--- src/rtl/sam_mem_unit.sv ---
// sam_mem_unit: unified 8-bit program/data memory for the SAM accumulator CPU
// with a byte-wide program loader sharing the same array.
//   CPU side : two-access protocol on en/rw (address phase, then data phase).
//   Loader   : streams consecutive bytes from ld_base while holding the CPU
//              in reset through cpu_hold.
// Optional build macro MEM_PROTECT_EN: CPU data-phase writes to addresses
// below PROT_LIMIT are dropped and flagged on wr_fault. Loader writes are
// never protected.
module sam_mem_unit #(
    parameter int unsigned   AW         = 8,
    parameter int unsigned   DW         = 8,
    parameter logic [AW-1:0] PROT_LIMIT = AW'('h40)
) (
    input  logic          clk,
    input  logic          rst,
    input  logic          en,
    input  logic          rw,
    input  logic [AW-1:0] addr_in,
    input  logic [DW-1:0] data_in,
    output logic [DW-1:0] data_out,
    output logic          data_valid,
    input  logic          ld_start,
    input  logic [AW-1:0] ld_base,
    input  logic          ld_valid,
    input  logic [DW-1:0] ld_data,
    output logic          ld_ready,
    input  logic          ld_stop,
    output logic          ld_wrap,
    output logic          cpu_hold,
    output logic          wr_fault
);

    localparam int unsigned DEPTH = 1 << AW;

`ifdef MEM_PROTECT_EN
    localparam bit C_PROTECT = 1'b1;
`else
    localparam bit C_PROTECT = 1'b0;
`endif

    typedef enum logic [1:0] {
        S_IDLE,
        S_ADDR,
        S_LOAD
    } state_t;

    state_t        r_state;
    state_t        w_state_next;

    logic [DW-1:0] r_mem [0:DEPTH-1];

    logic [AW-1:0] r_mar;
    logic [AW-1:0] r_ptr;
    logic [DW-1:0] r_data_out;
    logic          r_data_valid;
    logic          r_ld_ready;
    logic          r_ld_wrap;
    logic          r_cpu_hold;
    logic          r_wr_fault;

    logic [AW-1:0] w_mar_next;
    logic [AW-1:0] w_ptr_next;
    logic          w_ld_wrap_next;
    logic          w_wr_fault_next;
    logic          w_rd_en;
    logic          w_mem_we;
    logic [AW-1:0] w_mem_addr;
    logic [DW-1:0] w_mem_wdata;
    logic          w_load_next;
    logic          w_prot_block;

    // Protection folds to constant 0 when the macro is not defined.
    assign w_prot_block = C_PROTECT && (r_mar < PROT_LIMIT);

    // State register.
    always_ff @(posedge clk) begin
        if (rst) begin
            r_state <= S_IDLE;
        end else begin
            r_state <= w_state_next;
        end
    end

    // Next-state, register updates and memory write port selection.
    always_comb begin
        w_state_next    = r_state;
        w_mar_next      = r_mar;
        w_ptr_next      = r_ptr;
        w_ld_wrap_next  = r_ld_wrap;
        w_wr_fault_next = 1'b0;
        w_rd_en         = 1'b0;
        w_mem_we        = 1'b0;
        w_mem_addr      = r_mar;
        w_mem_wdata     = data_in;

        case (r_state)
            S_IDLE: begin
                if (ld_start) begin
                    w_state_next   = S_LOAD;
                    w_ptr_next     = ld_base;
                    w_ld_wrap_next = 1'b0;
                end else if (en && rw) begin
                    w_mar_next   = addr_in;
                    w_state_next = S_ADDR;
                end else if (en) begin
                    // Data phase without a preceding address phase.
                    w_wr_fault_next = 1'b1;
                end
            end

            S_ADDR: begin
                if (ld_start) begin
                    // Loader takes priority; the latched address is dropped.
                    w_state_next   = S_LOAD;
                    w_ptr_next     = ld_base;
                    w_ld_wrap_next = 1'b0;
                end else if (en && rw) begin
                    w_rd_en      = 1'b1;
                    w_state_next = S_IDLE;
                end else if (en) begin
                    if (w_prot_block) begin
                        w_wr_fault_next = 1'b1;
                    end else begin
                        w_mem_we    = 1'b1;
                        w_mem_addr  = r_mar;
                        w_mem_wdata = data_in;
                    end
                    w_state_next = S_IDLE;
                end
            end

            S_LOAD: begin
                if (ld_valid && r_ld_ready) begin
                    w_mem_we    = 1'b1;
                    w_mem_addr  = r_ptr;
                    w_mem_wdata = ld_data;
                    w_ptr_next  = r_ptr + 1'b1;
                    if (r_ptr == '1) begin
                        w_ld_wrap_next = 1'b1;
                    end
                end
                if (en) begin
                    w_wr_fault_next = 1'b1;
                end
                // A byte offered alongside ld_stop/ld_start is still written
                // at the old pointer; stop takes priority over a restart.
                if (ld_stop) begin
                    w_state_next = S_IDLE;
                end else if (ld_start) begin
                    w_ptr_next     = ld_base;
                    w_ld_wrap_next = 1'b0;
                end
            end

            default: begin
                w_state_next = S_IDLE;
            end
        endcase

        w_load_next = (w_state_next == S_LOAD);
    end

    // Registered outputs and address/pointer registers.
    always_ff @(posedge clk) begin
        if (rst) begin
            r_mar        <= '0;
            r_ptr        <= '0;
            r_data_out   <= '0;
            r_data_valid <= 1'b0;
            r_ld_ready   <= 1'b0;
            r_ld_wrap    <= 1'b0;
            r_cpu_hold   <= 1'b0;
            r_wr_fault   <= 1'b0;
        end else begin
            r_mar        <= w_mar_next;
            r_ptr        <= w_ptr_next;
            r_data_valid <= w_rd_en;
            r_ld_ready   <= w_load_next;
            r_ld_wrap    <= w_ld_wrap_next;
            r_cpu_hold   <= w_load_next;
            r_wr_fault   <= w_wr_fault_next;
            if (w_rd_en) begin
                r_data_out <= r_mem[r_mar];
            end
        end
    end

    // Memory array write port; contents are deliberately not reset.
    always_ff @(posedge clk) begin
        if (w_mem_we && !rst) begin
            r_mem[w_mem_addr] <= w_mem_wdata;
        end
    end

    assign data_out   = r_data_out;
    assign data_valid = r_data_valid;
    assign ld_ready   = r_ld_ready;
    assign ld_wrap    = r_ld_wrap;
    assign cpu_hold   = r_cpu_hold;
    assign wr_fault   = r_wr_fault;

endmodule
--- config.mk ---
export PLATFORM = sky130hd
export DESIGN_NAME = sam_mem_unit
export DESIGN_NICKNAME = d
export VERILOG_FILES = /design/src/rtl/sam_mem_unit.sv
export SDC_FILE = /design/constraint.sdc
export NUM_CORES = 2
export LEC_CHECK = 0
export ABC_AREA = 1
export BUFFER_PORTS_ARGS = -buffer_cell sky130_fd_sc_hd__buf_2
export CAP_MARGIN = 10
export CORE_MARGIN = 2
export CORE_UTILIZATION = 45
export CTS_CLUSTER_SIZE = 14
export DETAILED_ROUTE_END_ITERATION = 6
export GPL_TIMING_DRIVEN = 0
export HOLD_SLACK_MARGIN = 0.1
export PLACE_DENSITY = 0.59
export SLEW_MARGIN = 20
export SYNTH_ARGS = -nofsm -noshare
export SYNTH_HDL_FRONTEND = slang
export SYNTH_SLANG_ARGS = --single-unit
--- constraint.sdc ---
create_clock -name clk -period 15.3 [get_ports clk]
set_input_delay 3.06 -clock clk [delete_from_list [all_inputs] [get_ports clk]]
set_output_delay 3.06 -clock clk [all_outputs]
set_load 0.02 [all_outputs]
# Word level (Yosys, flattened, before mapping)
# Memory sizes are Yosys's and may differ from the RTL's. A register that Yosys moved wholly into a read port is not among the register bits.
# Cells that the tools add are included.
word_totals:
  ramBits: 2048
  register_bits: 22
  memories: 1
  word_cells: 57
classes:
  eq_ne: 5
  reduce_logical: 9
  addsub: 1
  n_mux: 33
  bitwise_logic: 1
mem_list:
  columns: ["name", "depth", "width", "read_ports", "rd_ports_with_merged_regs", "wr", "line_no", "rtl"]
  rows:
  - ["r_mem", 256, 8, 1, 1, 1, "50", "logic [DW-1:0] r_mem [0:DEPTH-1];"]
op_table:
  columns: ["op", "count"]
  rows:
  - ["8-bit two-way mux", 8]
  - ["8-bit case mux with 2 select lines", 1]
  - ["1-bit two-way mux", 14]
  - ["2-bit two-way mux", 6]
  - ["8-bit by 1-bit adder with 8-bit output (second input constant)", 1]
  - ["8-bit == test (second input constant)", 1]
  - ["1-bit case mux with 2 select lines", 3]
  - ["2-bit case mux with 3 select lines", 1]
  - ["2-bit == test (second input constant)", 2]
  - ["1-bit logical AND", 3]
  - ["3-bit AND reduction", 1]
  - ["2-bit by 1-bit == test with 1-bit output (second input constant)", 1]
  - ["2-bit zero test", 1]
  - ["2-bit by 1-bit != test with 1-bit output (second input constant)", 1]
  - ["2-bit AND reduction", 1]
  - ["2-bit nonzero test", 1]
  - ["2-bit OR reduction", 1]
  - ["1-bit zero test", 1]
  - ["1-bit inverter", 1]

# Logic depth before layout (Yosys ltp)
logic_depth:
  word_depth: 7
  ltp_mapped: 17

# Worst setup path before layout
# No wires, ideal clock.
synth_path:
  path_type: "input port to flip-flop"
  from: "input ld_valid"
  to: "memory r_mem[0][0], data pin"
  arrival_time_ps: 6557
  path_stages: 6
  n_path_buf: 1
  path_slack_ps: 7919
  t_required_ps: 14476
  setup_ps: 824
  path_cell_list: "nand2_1 nor2_2 inv_2 buf_2 nand2_1 nand2_1"
synth_via:
  elab_chain_cells: 3
synth_lines:
  columns: ["element", "line_no", "rtl"]
  rows:
  - ["start: declaration", "24", "input logic ld_valid,"]
  - ["1-bit logical AND", "133", "if (ld_valid && r_ld_ready) begin"]
  - ["8-bit two-way mux", "133", null]
  - ["8-bit two-way mux", null, null]
  - ["named net w_mem_wdata[0]", "68", "logic [DW-1:0] w_mem_wdata;"]
  - ["end: declaration", "50", null]
# The timed path passes the listed nets, and every way through them passes these cells.

# Worst setup path in the final report
layout_path:
  from: "input ld_valid"
  to: "memory r_mem[143][2] (enable)"
layout_via:
  elab_chain_cells: 6
layout_lines:
  columns: ["element", "line_no", "rtl"]
  rows:
  - ["1-bit logical AND *", "133", null]
  - ["1-bit two-way mux", "133", null]
  - ["1-bit case mux with 2 select lines", "96", "case (r_state)"]
  - ["1-bit logical AND", "190", "if (w_mem_we && !rst) begin"]
  - ["1-bit two-way mux", "190", null]
  - ["1-bit two-way mux (implied by the code)", "191", "r_mem[w_mem_addr] <= w_mem_wdata;"]
# Every way passes the cells marked *; elsewhere a longest branch is shown, timed or not.

==> metrics.md <==
| Metric | Value |
|---|---|
| Status | finished clean |
| Number of global-route vias before repair | 56900 |
| Crit-path max cell delay | 0.94 ns |
| Syn Inst Count | 7229 |
| Worst setup path start | ld_valid |
| Nature of the critical path startpoint | primary input |
| Final core occ | 51.1% |
| Initial DRT Pass Iterations | 7 |
| Grt total ovfl | 0 |
| Die extent in y | 438 um |
| Die W | 438 um |
| Max-slew headroom | 19.9% |
| Root buffer cell | clkbuf_16 |
| Clk buf depth | 3 |
| Data required, critical path | 15.79 ns |
| Fmax | 161 MHz |
| Initial antenna violation count | 21 |
| Max Cap Violations | 0 |
| Post-CTS setup buffers | 0 |
| Unrepaired setup endpoints after global routing | false |
| Initial drt markers | 9302 |
| Tmin final | 6.22 ns |
| Final Wtd Congestion | 1.01 |
| Reg-to-reg critical path endpoint | r_mem[76][2] |
| Setup CP Type | in -> reg |
| DRC | 0 |
| Top Ports | 52 |
| Post-Route WL | 317000 um |
| Final setup fails | 0 |
| Post_cts resized | 0 |
| P per Cell Area | 128 nW/um^2 |
| Reg2reg path depth | 11 |
| CTS clk-pin slew, worst paths | 0.06 ns |
| HP Start | ld_wrap |
| CTS tree | built |
| Critical path endpoint | r_mem[143][2] |
| CTS Sinks | 2078 |
| Worst r2r src | r_mar[2] |
| DP HPWL | 220000 um |
| # rows | 159 |
| DP Area | 89200 um^2 |
| Clock Latency Late Sink | 0.88 ns |
| Reg2Reg Setup Slack | 10.17 ns |
| Worst VDD drop | 108 uV |
| Synthesized area per cell | 11.7 um^2 |
| Die ar. | 192000 um^2 |
| Worst-Margin Slew | 1.20 ns |
| Crit. path cell count | 11 |
| Leakage | 33.4 nW |
| CP endpoint kind | flop |
| Max FO, Critical Path | 10 |
| Layout cells sized above 1 | 10.1% |
| Via density per instance | 5.99 |
| Synth warn | 0 |
| Post-DR wirelength/cell | 31.0 um |
| Fin nets | 7578 |
| Core Region | 187000 um^2 |
| Buffers plus inverters on the worst setup path | 3 |
| CP max stage cell | nor2_1 |
| Starting Density | 45.2% |
| Pin count of the biggest net entering global routing | 62 |
| Register area share after synthesis | 73.3% |
| Area Overhead vs Synth | 13.0% |
| Worst Path Arrival | 6.71 ns |
| Yosys reg bits | 2078 |
| H-tree levels | 4 |
| CTS Buf Count | 211 |
| Hold Fails Final Rpt | 0 |
| Slew Viols, Final | 0 |
| Total power | 12.3 mW |
| Final Skew | 0.0272 ns |
| Fin Setup TNS | 0 ns |
| CTS hold repair buffers | 0 |
| Critical-path cell list | buf_2, nand2_1, nor2_2, buf_2, nand2_1, o21ai_2, nand2_1, nor2_1, nand2_1, buf_2, nor2_1 |
| Hold Slack | 0.491 ns |
| PortBufs | 50 |
| ANT nets after route | 0 |
| Total GRT Usage | 32.6% |
| Post-route design area | 95800 um^2 |
| Hold/Removal Path Class | reg -> reg |
| Final Cycle Share | 40.7% |
| Cell Area, Synth | 84800 um^2 |
| # fillers | 16500 |
| Synth cell types | 34 |
| Crit-path leading delay family | simple AND/OR/NAND/NOR gates |
| Vias post-DR | 61200 |
| Mapped Nets | 7273 |
| Global-route wire length before repair | 436000 um |
| Crit-path most repeated cell | nand2_1 |
==> placed cells by master, fill, tap and decap left out, drive strengths merged, types with 10 or more instances in the layout <==
cell type,netlist,layout
buf,400,492
nand3,2038,2038
nor2,316,316
o21ai,27,27
nand2,2174,2174
bufinv,0,12
clkinv,5,102
a21oi,10,10
dfxtp,30,30
inv,65,74
edfxtp,2048,2048
clkbuf,91,356
diode,0,14
==> worst register-to-register path, cell delays in order, from the launching register on <==
cell	delay, ns
dfxtp_1	0.31
clkbuf_1	0.68
clkinv_1	0.51
buf_2	0.48
nand2_1	0.20
o21ai_2	0.09
nor2_1	0.10
inv_1	0.09
nor2_1	0.15
nand2_1	0.53
buf_2	0.70
nor2_1	0.93
==> synthesized netlist by cell type <==
library cell / instances / share of area (%)
nand3_2: 1 / 0.012
nor3b_2: 1 / 0.015
o21ai_1: 2 / 0.012
clkinv_1: 5 / 0.022
edfxtp_1: 2048 / 73
inv_6: 1 / 0.010
inv_2: 6 / 0.027
o211ai_1: 1 / 0.0089
nor3_4: 1 / 0.019
a31oi_1: 5 / 0.037
a22oi_1: 1 / 0.0089
a21oi_1: 10 / 0.059
buf_4: 30 / 0.27
nand2_1: 2174 / 9.6
clkbuf_1: 91 / 0.40
buf_2: 339 / 2.0
nor2_1: 309 / 1.4
dfxtp_1: 30 / 0.71
nor2_2: 7 / 0.052
buf_6: 3 / 0.040
ha_1: 5 / 0.074
o22ai_1: 1 / 0.0074
nand4_1: 1 / 0.0074
nand3_1: 2037 / 12
buf_1: 28 / 0.12
inv_1: 58 / 0.26
a221oi_1: 1 / 0.010
o21a_1: 1 / 0.0089
and3_1: 1 / 0.0074
a21boi_0: 1 / 0.0089
xor2_1: 2 / 0.021
o21ai_0: 19 / 0.11
nor3_1: 3 / 0.018
o21ai_2: 6 / 0.062
==> worst min-delay path by stage <==
stage	end	slack, ns	cells after the start
6_report	ld_wrap	0.49	2
5_1_grt	ld_wrap	0.54	2
4_1_cts	ld_wrap	0.50	2
3_5_place_dp	ld_wrap	0.48	2
3_3_place_gp	ld_wrap	0.47	2
2_1_floorplan	r_ptr[7]	0.49	2
==> state kept, by name, summed over array words and instances, names as in the netlist <==
signal,cells
cpu_hold,1
data_out,8
data_valid,1
ld_wrap,1
r_mar,8
r_mem,2048
r_ptr,8
r_state,2
wr_fault,1
==> metrics by stage <==
step / setup WS (ns) / instances
2_1_floorplan: 7.92 / 7229
3_3_place_gp: 1.66 / 9774
3_5_place_dp: 8.35 / 9816
4_1_cts: 9.26 / 10200
5_1_grt: 9.11 / 10200
6_report: 9.08 / 10200
==> kinds of logic (layout without fill, tap and decap cells) <==
group,Yosys count,count (layout),synth area share [%]
other,0,14,0
DFF,2078,2078,73.3
adders and majority gates,5,5,0.0738
xor gates and xnor gates,2,2,0.0207
buffers and inverters,561,1037,3.15
AOI/OAI and AO/OA,48,48,0.335
and+or+nand+nor,4535,4535,23.2
==> metal layers <==
layer / part of all wire, % / track usage [%]
met1: 38 / 43.0
met3: 11 / 7.40
met2: 45 / 50.0
met5: 0.030 / 0
met4: 6.1 / 18.2
==> power breakdown <==
group          leakage [nW]  switching (mW)  total, mW  internal, mW
registers              18.6         0.00580       6.29          6.28
logic                  11.6           0.771      0.992         0.221
clock network          3.17            2.24       4.99          2.75
==> cell type report <==
type / instances / area (um^2) / share of cell area [%]
buffer: 491 / 2420 / 2.52
sequential: 2078 / 62100 / 64.9
antenna: 14 / 35.0 / 0.0366
inverter: 70 / 268 / 0.280
clock inverter: 119 / 1000 / 1.05
timing repair buffer: 92 / 1250 / 1.30
clock buffer: 265 / 5500 / 5.75
tap: 2495 / 3120 / 3.26
multi-input combinational: 4590 / 20100 / 20.9
Power figures use the tool's default switching activity.
